## src/rtl/receiver.sv

```systemverilog
// Serial frame receiver: start bit, 4-bit byte count, payload, CRC-8 and stop bit,
// each bit baudrate clocks long and sampled mid-bit. Publishes a frame only once its stop bit is good.
module receiver #(
  parameter logic [7:0] CRC_POLY = 8'h07,
  parameter logic [7:0] CRC_INIT = 8'h00
) (
  input  logic         clk,
  input  logic         rst_n,
  input  logic         RX,
  input  logic [7:0]   baudrate,
  output logic         RXI,
  output logic [3:0]   framesize,
  output logic [127:0] framebits,
  output logic [7:0]   crc,
  output logic         rf,
  output logic         crc_err,
  output logic         frame_err
);

  typedef enum logic [2:0] {IDLE, START, SIZE, DATA, CRCF, STOP} state_t;

  state_t         state, next_state;
  logic           armed;
  logic [7:0]     baud;
  logic [7:0]     cnt;
  logic [7:0]     half_tgt;
  logic [7:0]     tgt;
  logic           samp;
  logic [2:0]     bit_cnt;
  logic [3:0]     byte_cnt;
  logic [3:0]     size_sh;
  logic [7:0]     byte_sh;
  logic [7:0]     crc_sh;
  logic [7:0]     crc_calc;
  logic [7:0]     crc_next;
  logic [127:0]   payload;
  logic           commit;

  // START samples floor(B/2) clocks after detection; the counter starts one clock late,
  // so the target is one less (clamped at zero for B = 1).
  assign half_tgt = ((baud >> 1) == 8'd0) ? 8'd0 : (baud >> 1) - 8'd1;
  assign tgt      = (state == START) ? half_tgt : baud - 8'd1;
  assign samp     = (state != IDLE) && (cnt == tgt);
  assign crc_next = {crc_calc[6:0], 1'b0} ^ ((crc_calc[7] ^ RX) ? CRC_POLY : 8'h00);

  // State register
  always_ff @(posedge clk or negedge rst_n) begin
    if (!rst_n) state <= IDLE;
    else        state <= next_state;
  end

  // Next-state logic
  always_comb begin
    next_state = state;
    unique case (state)
      IDLE:  if (armed && RX) next_state = START;
      START: if (samp) next_state = RX ? SIZE : IDLE;
      SIZE:  if (samp && bit_cnt == 3'd3)
               next_state = ({size_sh[2:0], RX} == 4'd0) ? IDLE : DATA;
      DATA:  if (samp && bit_cnt == 3'd7 && byte_cnt == size_sh - 4'd1) next_state = CRCF;
      CRCF:  if (samp && bit_cnt == 3'd7) next_state = STOP;
      STOP:  if (samp) next_state = IDLE;
      default: next_state = IDLE;
    endcase
  end

  // Output logic
  always_comb begin
    RXI = (state == IDLE);
  end

  // Datapath, counters and published outputs
  always_ff @(posedge clk or negedge rst_n) begin
    if (!rst_n) begin
      armed     <= 1'b0;
      baud      <= 8'd0;
      cnt       <= 8'd0;
      bit_cnt   <= 3'd0;
      byte_cnt  <= 4'd0;
      size_sh   <= 4'd0;
      byte_sh   <= 8'd0;
      crc_sh    <= 8'd0;
      crc_calc  <= 8'd0;
      payload   <= 128'd0;
      commit    <= 1'b0;
      framesize <= 4'd0;
      framebits <= 128'd0;
      crc       <= 8'd0;
      crc_err   <= 1'b0;
      rf        <= 1'b0;
      frame_err <= 1'b0;
    end else begin
      rf        <= 1'b0;
      frame_err <= 1'b0;
      commit    <= 1'b0;
      // Arming needs a low line seen in IDLE; it is dropped whenever a frame is in progress.
      armed     <= (state == IDLE) && !RX;

      if (state == IDLE) begin
        cnt <= 8'd0;
        if (armed && RX) begin
          baud     <= (baudrate == 8'd0) ? 8'd1 : baudrate;
          bit_cnt  <= 3'd0;
          byte_cnt <= 4'd0;
          size_sh  <= 4'd0;
          payload  <= 128'd0;
          crc_calc <= CRC_INIT;
        end
      end else if (samp) begin
        cnt <= 8'd0;
      end else begin
        cnt <= cnt + 8'd1;
      end

      if (samp) begin
        unique case (state)
          SIZE: begin
            size_sh <= {size_sh[2:0], RX};
            bit_cnt <= (bit_cnt == 3'd3) ? 3'd0 : bit_cnt + 3'd1;
            if (bit_cnt == 3'd3 && {size_sh[2:0], RX} == 4'd0) frame_err <= 1'b1;
          end
          DATA: begin
            byte_sh  <= {byte_sh[6:0], RX};
            crc_calc <= crc_next;
            bit_cnt  <= bit_cnt + 3'd1;
            if (bit_cnt == 3'd7) begin
              payload[{byte_cnt, 3'b000} +: 8] <= {byte_sh[6:0], RX};
              byte_cnt <= byte_cnt + 4'd1;
            end
          end
          CRCF: begin
            crc_sh  <= {crc_sh[6:0], RX};
            bit_cnt <= bit_cnt + 3'd1;
          end
          STOP: begin
            if (RX) commit    <= 1'b1;
            else    frame_err <= 1'b1;
          end
          default: ;
        endcase
      end

      if (commit) begin
        framesize <= size_sh;
        framebits <= payload;
        crc       <= crc_sh;
        crc_err   <= (crc_sh != crc_calc);
        rf        <= 1'b1;
      end
    end
  end

endmodule

```

## config.mk

```make
export PLATFORM = sky130hd
export DESIGN_NAME = receiver
export DESIGN_NICKNAME = d
export VERILOG_FILES = /design/src/rtl/receiver.sv
export SDC_FILE = /design/constraint.sdc
export NUM_CORES = 1
export LEC_CHECK = 0
export ABC_AREA = 1
export CORE_MARGIN = 3
export CORE_UTILIZATION = 55
export CTS_BUF_LIST = sky130_fd_sc_hd__clkbuf_8
export DETAILED_ROUTE_END_ITERATION = 6
export PLACE_DENSITY = 0.78
export SLEW_MARGIN = 20
export SYNTH_ARGS = -nofsm -noshare
export SYNTH_HDL_FRONTEND = slang
export SYNTH_SLANG_ARGS = --single-unit
```

## constraint.sdc

```tcl
create_clock -name clk -period 3.7 [get_ports clk]
set_input_delay 0.37 -clock clk [delete_from_list [all_inputs] [get_ports clk]]
set_output_delay 0.37 -clock clk [all_outputs]
set_load 0.02 [all_outputs]
```

==> metrics.yaml <==
global_routing:
  antenna_found_initial: 0
  grt-ovfl-total: 0
  grt_max_degree: 94
  grt_pass1_wl_um: 63700
  grt_pass1_vias: 12800
  track_usage: 0.265
logic_synthesis:
  yosysSeqAreaShare: 0.543
  async_flop_share: 1.00
  avgSynthCellArea_um2: 7.75
  synth_area_leaders: "dfrtp_1 (54%), nand2_1 (20%), nand3_1 (4.8%)"
  synthFlopType: "dfrtp_1"
  yosys_warnings: 0
  synth.top_cell.area_share: 0.543
  synth_cell_types: 38
  synth_top_family_by_area: "simple AND/OR/NAND/NOR gates"
  synth_fa_ha_area_frac: 0.00999
  synthMuxAreaShare: 0
  synth-seq-cells: 326
  synth-simple-area-share: 0.321
  synthCells: 1939
  yosys.area_share.xor_xnor: 0.00933
  synth_nets: 1962
  synth_edf_count: 0
  synth-compound-area-share: 0.0534
  synth_area_leader_cell: "dfrtp_1"
  netlist_area_mm2: 0.0150
pwr:
  power_switching_mw: 4.05
  pwr_density_cell_mw_per_mm2: 621
  p_int_mw: 7.19
  combPwrFrac: 0.281
  leakagePower_nw: 9.51
  clockPowerShare: 0.303
  seq_power_share: 0.416
  ir_worst_vdd_mv: 0.328
  swShare: 0.360
sta:
  maxSlewViolCount: 0
  worstMarginPinSlew_ps: 805
  post-route-period-util: 0.896
  finalHoldViolCount: 0
  worst_slack_ps: 384
  clock_skew_ps: 20.7
  relSlewSlack: 0.459
  setup_violations: 0
  period_needed_ps: 3320
  rsz0062_at_grt: "no"
  max_freq_mhz: 302
  tns_ps: 0
clocking:
  htreeDepth: 2
  insertion_delay_ps: 590
  path_clk_slew_ps: 60
  numCtsBuffers: 53
  cts_tree: "built"
  cts_buffer_depth: 3
  cts_resized: 0
  clockRootBuffer: "clkbuf_8"
  numClockSinks: 326
routing:
  vias: 13200
  wl_um: 38500
  ant_nets: 0
  drtIter0Drc: 1515
  vias_per_cell: 5.36
  avgRoutedWirePerCell_um: 15.6
  drc: 0
  first_pass_iters: 6
finish:
  layout.nets: 2108
  syn_to_final_growth_pct: 20.6
  num_antenna_cells: 0
  drive_gt1_frac: 0.0658
  fillers: 2177
run:
  cap_violations: 0
floorplan:
  die_h_um: 171
  ios: 155
  fp.dieW_um: 171
  die_area_mm2: 0.0293
  rows: 59
  start_util: 0.569
  core_mm2: 0.0264
setup_path:
  cp_max_fo: 22
  arrival_ps: 3810
  startpoint_type: "flip-flop"
  crit_type: "reg -> reg"
  crit_required_ps: 4190
  crit_chain: "inv_1 > ha_1 > nand2_1 > nand2_1 > inv_1 > nor2_1 > nand3_1 > o31ai_1 > nand2_1 > o21ai_0 > a21oi_1 > o21ai_0"
  slowest_delay_ps: 440
  cpMostUsedCell: "nand2_1"
  crit_path_top_delay_cell: "nand3_1"
  crit_family: "simple AND/OR/NAND/NOR gates"
  crit_path_end_kind: "flip-flop"
  path_buf_inv: 2
place:
  dp.final_hpwl_um: 25400
  place_ws_ps: 351
  io_buffer_count: 154
  gp_congestion: 0.904
worst_hold_path:
  min_path_type: "in -> reg"
outcome:
  run_status: "finished clean"
worst min-delay path, cell delays in order:
cell and delay, ps:
clkdlybuf4s50_1 420, nand2_1 70, o21ai_0 60
cell usage after synthesis, types with 4 or more instances:
master,number
nor2_4,4
nand3_1,145
nor2_1,192
buf_1,12
nand2_1,784
a21oi_1,21
o31ai_1,9
nand4_1,16
and2_1,9
o21ai_0,113
nand2_2,4
nor4_1,5
ha_1,12
nor3_1,19
xor2_1,11
buf_2,11
inv_1,145
dfrtp_1,326
clkbuf_1,70
xnor2_1,5
stage by stage:
step,instances,util,area [µm²],hold WS (ps),power [mW]
finish,2462,0.686,18100,393,11.2
floorplan,1939,-,15000,74.4,6.86
global placement,2359,0.638,16900,454,7.73
global route,2462,0.686,18100,431,12.0
CTS,2457,0.684,18100,367,11.3
detailed placement,2359,0.638,16900,458,7.83
power by group through the flow:
stage,registers (mW),logic (mW),clock network [mW]
floorplan,4.66,2.19,0
global placement,4.71,3.03,0
detailed placement,4.72,3.11,0
CTS,4.67,3.13,3.46
global route,4.75,3.58,3.64
finish,4.68,3.16,3.41
layout by cell type (no fill, tap or decap), types with 3 or more instances in the layout:
cell             netlist  routed
a21oi_1               21      21
inv_1                145     154
o31ai_1                9       9
xnor2_1                5       5
nor2_2                 2       3
buf_4                  2      26
nor2_4                 4       4
buf_12                 0       6
and2_1                 9       9
clkdlybuf4s50_1        0     153
clkinv_2               0      13
nand2_2                4       4
nand3_1              145     145
nor2_1               192     192
dfrtp_1              326     325
bufinv_16              0       4
o21ai_0              113     113
clkbuf_8               0      69
xor2_1                11      11
nor4_1                 5       5
nor3_1                19      19
nand4_1               16      16
nand2_1              784     784
ha_1                  12      12
worst paths after layout:
check / from / end / slack, ps / cells past startpoint
max in group asynchronous: rst_n / framebits[50] / 2240 / 3
hold / removal: baudrate[3] / baud[3] / 390 / 3
min in group asynchronous: rst_n / rf / 410 / 2
hold reg to reg: framebits[74] / framebits[74] / 470 / 2
setup / recovery: byte_cnt[0] / payload[123] / 380 / 12
setup reg to reg: byte_cnt[0] / payload[123] / 380 / 12
final cells by class:
cell class	instances	area, µm²	share of cell area
Timing Repair Buffer	187	1870	0.103
Sequential cell	326	8160	0.450
Tap cell	335	419	0.0231
Inverter	149	564	0.0311
Clock buffer	69	950	0.0524
Multi-Input combinational cell	1368	5910	0.326
Clock inverter	28	243	0.0134
cell families after synthesis:
logic type	count (synthesis)
simple gates	1187
fa+ha+maj	12
compound gates	152
flops	326
buf+inv	246
xor+xnor	16
routing by layer:
metal | share of wire | global-route usage | vias to the layer above
li1 | - | - | 6337
met1 | 0.45 | 0.383 | 6287
met2 | 0.46 | 0.419 | 479
met3 | 0.064 | 0.0402 | 82
met4 | 0.028 | 0.0812 | 0
met5 | 0 | 0 | -
what timing repair did:
item	CTS	global route
hold endpoints to repair	89	0
hold buffers	1	0
setup buffers	0	4
endpoints found under the setup margin	0	19
sequential cells by signal, summed over array words and instances (netlist names):
name       cells
armed          1
crc_sh         8
rf             1
cnt            8
byte_sh        7
payload      128
byte_cnt       4
frame_err      1
commit         1
bit_cnt        3
state          3
crc_calc       8
size_sh        4
crc            8
crc_err        1
framebits    128
baud           8
framesize      4
Power figures use the tool's default switching activity.
